===== src/rtl/pipelined_prefix_adder.sv =====
// Pipelined Sklansky prefix adder with valid/ready handshakes on both sides.
// Optional subtract support is compiled in with `define PREFIX_ADDER_SUB_EN.
module pipelined_prefix_adder #(
    parameter int LEVELS       = 3,
    parameter int WIDTH        = 2**LEVELS,
    parameter int STAGE_LEVELS = 1
) (
    input  logic             clk,
    input  logic             rst,
    input  logic             in_valid,
    output logic             in_ready,
    input  logic [WIDTH-1:0] a,
    input  logic [WIDTH-1:0] b,
    input  logic             carry_in,
`ifdef PREFIX_ADDER_SUB_EN
    input  logic             sub,
`endif
    output logic             out_valid,
    input  logic             out_ready,
    output logic [WIDTH-1:0] sum,
    output logic             carry_out,
    output logic             busy
);

    // Handshake: a transfer happens on an edge where valid & ready are both high.
    // The whole pipe moves together whenever the output slot is empty or drained.
    localparam int NGROUPS = (LEVELS + STAGE_LEVELS - 1) / STAGE_LEVELS;

    // Slot 0 holds carry-in; slot k+1 holds bit k. Level LEVELS only touches
    // slot WIDTH, folding the top bit into the carry-out group.
    function automatic logic [WIDTH:0] prefix_g(input logic [WIDTH:0] g_in,
                                                input logic [WIDTH:0] p_in,
                                                input int lo, input int hi);
        logic [WIDTH:0] g, p, g_nx, p_nx;
        int k;
        g = g_in;
        p = p_in;
        for (int lv = 0; lv <= LEVELS; lv++) begin
            if (lv >= lo && lv < hi) begin
                g_nx = g;
                p_nx = p;
                for (int j = 0; j <= WIDTH; j++) begin
                    if (((j >> lv) & 1) == 1) begin
                        k       = ((j >> lv) << lv) - 1;
                        g_nx[j] = g[j] | (p[j] & g[k]);
                        p_nx[j] = p[j] & p[k];
                    end
                end
                g = g_nx;
                p = p_nx;
            end
        end
        return g;
    endfunction

    function automatic logic [WIDTH:0] prefix_p(input logic [WIDTH:0] p_in,
                                                input int lo, input int hi);
        logic [WIDTH:0] p, p_nx;
        int k;
        p = p_in;
        for (int lv = 0; lv <= LEVELS; lv++) begin
            if (lv >= lo && lv < hi) begin
                p_nx = p;
                for (int j = 0; j <= WIDTH; j++) begin
                    if (((j >> lv) & 1) == 1) begin
                        k       = ((j >> lv) << lv) - 1;
                        p_nx[j] = p[j] & p[k];
                    end
                end
                p = p_nx;
            end
        end
        return p;
    endfunction

    function automatic int grp_hi(input int s);
        return ((s + 1) * STAGE_LEVELS < LEVELS) ? (s + 1) * STAGE_LEVELS : LEVELS;
    endfunction

    logic [WIDTH-1:0] w_b;
    logic             w_cin;
    logic             w_advance;
    logic             w_busy;
    logic [WIDTH:0]   w_g_last;

    logic [WIDTH:0]   r_g    [NGROUPS];
    logic [WIDTH:0]   r_p    [NGROUPS];
    logic [WIDTH-1:0] r_praw [NGROUPS];
    logic             r_v    [NGROUPS];
    logic             r_out_valid;
    logic [WIDTH-1:0] r_sum;
    logic             r_cout;

`ifdef PREFIX_ADDER_SUB_EN
    assign w_b   = sub ? ~b : b;
    assign w_cin = sub | carry_in;
`else
    assign w_b   = b;
    assign w_cin = carry_in;
`endif

    assign w_advance = !r_out_valid || out_ready;
    assign w_g_last  = prefix_g(r_g[NGROUPS-1], r_p[NGROUPS-1],
                                (NGROUPS - 1) * STAGE_LEVELS, LEVELS + 1);

    always_ff @(posedge clk) begin
        if (rst) begin
            for (int s = 0; s < NGROUPS; s++) begin
                r_v[s]    <= 1'b0;
                r_g[s]    <= '0;
                r_p[s]    <= '0;
                r_praw[s] <= '0;
            end
            r_out_valid <= 1'b0;
            r_sum       <= '0;
            r_cout      <= 1'b0;
        end else if (w_advance) begin
            r_v[0]    <= in_valid;
            r_g[0]    <= {a & w_b, w_cin};
            r_p[0]    <= {a ^ w_b, w_cin};
            r_praw[0] <= a ^ w_b;
            for (int s = 1; s < NGROUPS; s++) begin
                r_v[s]    <= r_v[s-1];
                r_g[s]    <= prefix_g(r_g[s-1], r_p[s-1], (s - 1) * STAGE_LEVELS, grp_hi(s - 1));
                r_p[s]    <= prefix_p(r_p[s-1], (s - 1) * STAGE_LEVELS, grp_hi(s - 1));
                r_praw[s] <= r_praw[s-1];
            end
            r_out_valid <= r_v[NGROUPS-1];
            r_sum       <= r_praw[NGROUPS-1] ^ w_g_last[WIDTH-1:0];
            r_cout      <= w_g_last[WIDTH];
        end
    end

    always_comb begin
        w_busy = r_out_valid;
        for (int s = 0; s < NGROUPS; s++) begin
            w_busy = w_busy | r_v[s];
        end
    end

    assign in_ready  = w_advance;
    assign out_valid = r_out_valid;
    assign sum       = r_sum;
    assign carry_out = r_cout;
    assign busy      = w_busy;

endmodule

===== config.mk =====
export PLATFORM = sky130hd
export DESIGN_NAME = pipelined_prefix_adder
export DESIGN_NICKNAME = d
export VERILOG_FILES = /design/src/rtl/pipelined_prefix_adder.sv
export SDC_FILE = /design/constraint.sdc
export NUM_CORES = 1
export LEC_CHECK = 0
export ABC_AREA = 1
export CAP_MARGIN = 20
export CORE_ASPECT_RATIO = 1.4
export CORE_MARGIN = 2
export CORE_UTILIZATION = 45
export CTS_BUF_LIST = sky130_fd_sc_hd__clkbuf_8
export DETAILED_ROUTE_END_ITERATION = 10
export PLACE_DENSITY = 0.69
export SETUP_SLACK_MARGIN = 0.1
export SLEW_MARGIN = 20
export SYNTH_ARGS = -nofsm -noshare
export SYNTH_HDL_FRONTEND = slang
export SYNTH_SLANG_ARGS = --single-unit

===== constraint.sdc =====
create_clock -name clk -period 2.1 [get_ports clk]
set_input_delay 0.315 -clock clk [delete_from_list [all_inputs] [get_ports clk]]
set_output_delay 0.315 -clock clk [all_outputs]
set_load 0.01 [all_outputs]

# Word level (Yosys, flattened, before mapping)
# Memory sizes are Yosys's and may differ from the RTL's.
# Index checks and enable logic that the tools add are counted.
[op_classes]
bitwise = 52
mux = 25
reduce_logical = 2
[op_table]
columns = ["op", "count"]
rows = [
  ["9-bit 2-to-1 mux", 14],
  ["1-bit bitwise OR", 28],
  ["8-bit 2-to-1 mux", 3],
  ["1-bit AND", 21],
  ["8-bit XOR", 2],
  ["8-bit AND", 1],
  ["1-bit 2-to-1 mux", 8],
  ["1-bit logical NOT", 1],
  ["1-bit logical OR", 1],
]
[word_totals]
mem_bits_rw = 81
input_bits = 21
out_inout_bits = 12
ff_bits = 10
memories = 4
[memory_table]
columns = ["memory", "words", "word_bits", "read_ports", "rd_clocked_by_memory_dff", "wr", "line", "source"]
rows = [
  ["r_g", 3, 9, 3, 0, 3, "86", "logic [WIDTH:0] r_g [NGROUPS];"],
  ["r_p", 3, 9, 3, 0, 3, "87", "logic [WIDTH:0] r_p [NGROUPS];"],
  ["r_praw", 3, 8, 3, 0, 3, "88", "logic [WIDTH-1:0] r_praw [NGROUPS];"],
  ["r_v", 3, 1, 3, 0, 3, "89", "logic r_v [NGROUPS];"],
]

# Depth between registers and ports, before layout
[logic_depth]
ltp_word = 6
mapped_depth = 5
depth_no_buf = 5

# Worst setup path before layout
# No wires, ideal clock.
[synth_timing]
path_type = "reg-to-reg"
startpoint = "register r_out_valid (netlist: out_valid) (read register of r_v)"
endpoint = "memory r_g[0][10] (netlist bit), enable pin"
arrival_ns = 1.772
synth_period_minus_slack_ns = 2.187
stages_incl_launch_ff = 4
slack_ns = -0.087
setup_time_ns = 0.415
path_buffers = 0
path_cell_list = "dfxtp_1 nand2_2 nor2_2 inv_1"
[synth_lines]
columns = ["element", "line", "source"]
rows = [
  ["start: declaration", "90", "logic r_out_valid;"],
  ["end: declaration", "86", ""],
]

# Worst setup path in the final report
[layout_timing]
startpoint = "input port out_ready"
endpoint = "output port in_ready"
[layout_between]
elab_chain_len = 1
[layout_rtl]
columns = ["element", "line", "source"]
rows = [
  ["start: declaration", "19", "input logic out_ready,"],
  ["1-bit logical OR", "102", "assign w_advance = !r_out_valid || out_ready;"],
  ["end: declaration", "11", "output logic in_ready,"],
]
# Every way passes these cells.

==> results.yml <==
run_status:
  status: "complete, no violations"
sta:
  rsz0062_at_grt: "false"
  tightest_slew_ps: 454
  fmaxAchievable_mhz: 570
  min_period_ps: 1750
  skew_ps: 6.91
  drv_slew: 0
  finalHoldViolations: 0
  finalSetupViolations: 0
  fin_setup_tns_ps: 0
  slew_headroom_pct: 69.7
  post-route-period-util_pct: 83.5
yosys:
  synth_warnings: 0
  yosysSeqAreaShare_pct: 70.1
  syn_area_per_cell_um2: 11.1
  syn_nets: 288
  synth_seq_cells: 70
  syn-cell-area_um2: 2860
  synth_cell_type_count: 15
  synth_cells: 257
die:
  rows: 34
  start_util_pct: 46.3
  fp.coreArea_um2: 6170
  io_pins: 33
  die_area_um2: 7010
  die_w_um: 71.3
  fp.dieH_um: 98.3
power:
  powerDensity_nw_per_um2: 830
  leakage_uw: 0.00154
  ir_worst_vdd_v: 0.000410
clocking:
  clock-root-buffer: "clkbuf_8"
  cts_setup_buffers: 0
  numCtsBuffers: 9
  clkSinkCount: 70
  cts_resized: 0
  htree_levels: 3
  cts_tree: "done"
  clock_path_buffers: 2
  clk_pin_slew_ps: 60
  clk_latency_ps: 340
  cts_hold_buf: 0
route:
  drt_iter0_drc: 61
  routed-via-count: 1679
  firstDrtPassIters: 4
  viasPerCell: 4.45
  wl_per_cell_um: 10.0
  wirelength_um: 3780
  ant_nets: 0
  drc_errors: 0
global_routing:
  grt_pass1_vias: 1629
  grt.total_usage_pct: 12.3
  overflow: 0
  grt_use_met2_pct: 21.2
  grt_pass1_wl_um: 6560
  met1_usage_pct: 12.6
  grt_use_met3_pct: 4.02
  grt_max_degree: 34
  antenna_found_initial: 0
  gr-max-usage-layer: "met2"
finish:
  fin_nets: 331
  area_growth_pct: 23.9
  n_fill_cell: 520
  drive_gt1_share_pct: 7.87
  n_antenna_cell: 0
  regArea_um2: 2000
  multi_input_area_um2: 627
  stdcell_count: 377
critical_path:
  critPathLaunchType: "input port"
  critPathMaxFanout: 3
  worstPathRequired_ps: 1780
  critPathCaptureType: "output port"
  cp_data_arrival_time_ps: 1440
  critPathKind: "in2out"
  r2r_slack_ps: 760
placement:
  place.gp.congestion: 0.651
  numPortBuffers: 32
  dpl.hpwl_um: 2540
  dp.cells: 361
job:
  drv_cap: 0
min_path:
  hold_path.class: "reg2reg"
## per-layer routing
metal	wire, um	up-vias
li1	-	902
met1	1580	739
met2	1930	32
met3	164	6
met4	108	0
met5	0	-
## cell usage after synthesis
| library cell | instances | area [um^2] |
|---|---|---|
| edfxtp_1 | 60 | 1800 |
| nor2_1 | 59 | 221 |
| inv_1 | 55 | 206 |
| nand2_1 | 26 | 97.6 |
| dfxtp_1 | 10 | 200 |
| ha_1 | 10 | 125 |
| a21oi_1 | 9 | 45.0 |
| buf_2 | 6 | 30.0 |
| nand3_1 | 6 | 30.0 |
| o21ai_0 | 5 | 25.0 |
| nor3_1 | 4 | 20.0 |
| xnor2_1 | 3 | 26.3 |
| nand2_2 | 2 | 12.5 |
| a21o_1 | 1 | 7.51 |
| nor2_2 | 1 | 6.26 |
## layout make-up
type / count / area share [%]
inverters: 55 / 5.94
flip-flops and latches: 70 / 56.6
multi-input cells: 126 / 17.7
repair buffers: 38 / 11.4
well taps: 72 / 2.55
clock buffers: 9 / 3.50
clock inverters: 7 / 2.26
## cells by family after synthesis
family	after synthesis	share of synthesized area, %
AND/OR/NAND/NOR	98	13.6
flip-flops	70	70.1
buffers and inverters	61	8.28
AO/OA/AOI/OAI	15	2.72
adder cells (fa/ha/maj)	10	4.38
XOR/XNOR	3	0.920
## through the flow
step | worst slack (ps) | hold slack [ps] | instance area, um^2 | utilization, % | total power, uW
6_report | 346 | 448 | 3540 | 57.3 | 2940
3_5_place_dp | 337 | 439 | 3330 | 54.0 | 1850
2_1_floorplan | 116 | 447 | 2870 | - | 1750
5_1_grt | 301 | 478 | 3540 | 57.3 | 3050
3_3_place_gp | 347 | 435 | 3330 | 54.0 | 1850
4_1_cts | 341 | 452 | 3540 | 57.3 | 2970
## critical path, stage by stage
cell	delay, ps
clkdlybuf4s50_1	470
inv_2	50
nand2_4	70
clkdlybuf4s50_1	530
## registers in the layout, indices dropped and copies added (netlist names)
register	count
r_v	3
r_g	24
carry_out	1
out_valid	1
r_p	22
sum	8
r_praw	11
## cells in the final DEF (no fill, tap or decap)
cell type        instances
inv_2                    1
xnor2_1                  3
clkinv_1                 3
nand2_2                  1
bufinv_16                2
a21o_1                   1
edfxtp_1                60
nand2_4                  1
nor2_1                  59
inv_1                   54
nor3_1                   4
o21ai_0                  5
clkbuf_8                 9
dfxtp_2                  1
nand2_1                 26
clkinvlp_4               1
buf_4                    3
buf_12                   3
nand3_1                  6
clkdlybuf4s50_1         32
nor2_4                   1
clkinv_2                 1
dfxtp_1                  9
ha_1                    10
a21oi_1                  9
## where the power goes
group / switching [uW] / internal (uW) / total [uW]
Combinational: 98.9 / 108 / 207
Sequential: 29.5 / 1580 / 1610
Clock: 465 / 650 / 1110
## worst paths after layout
| kind | startpoint | end | cells past startpoint |
|---|---|---|---|
| setup / recovery | out_ready | in_ready | 4 |
| hold / removal | sum[4] | sum[4] | 2 |
| setup reg to reg | out_valid | r_praw[0][8] | 4 |
| hold reg to reg | sum[4] | sum[4] | 2 |
Note: power is estimated with default switching activity, not from simulation.
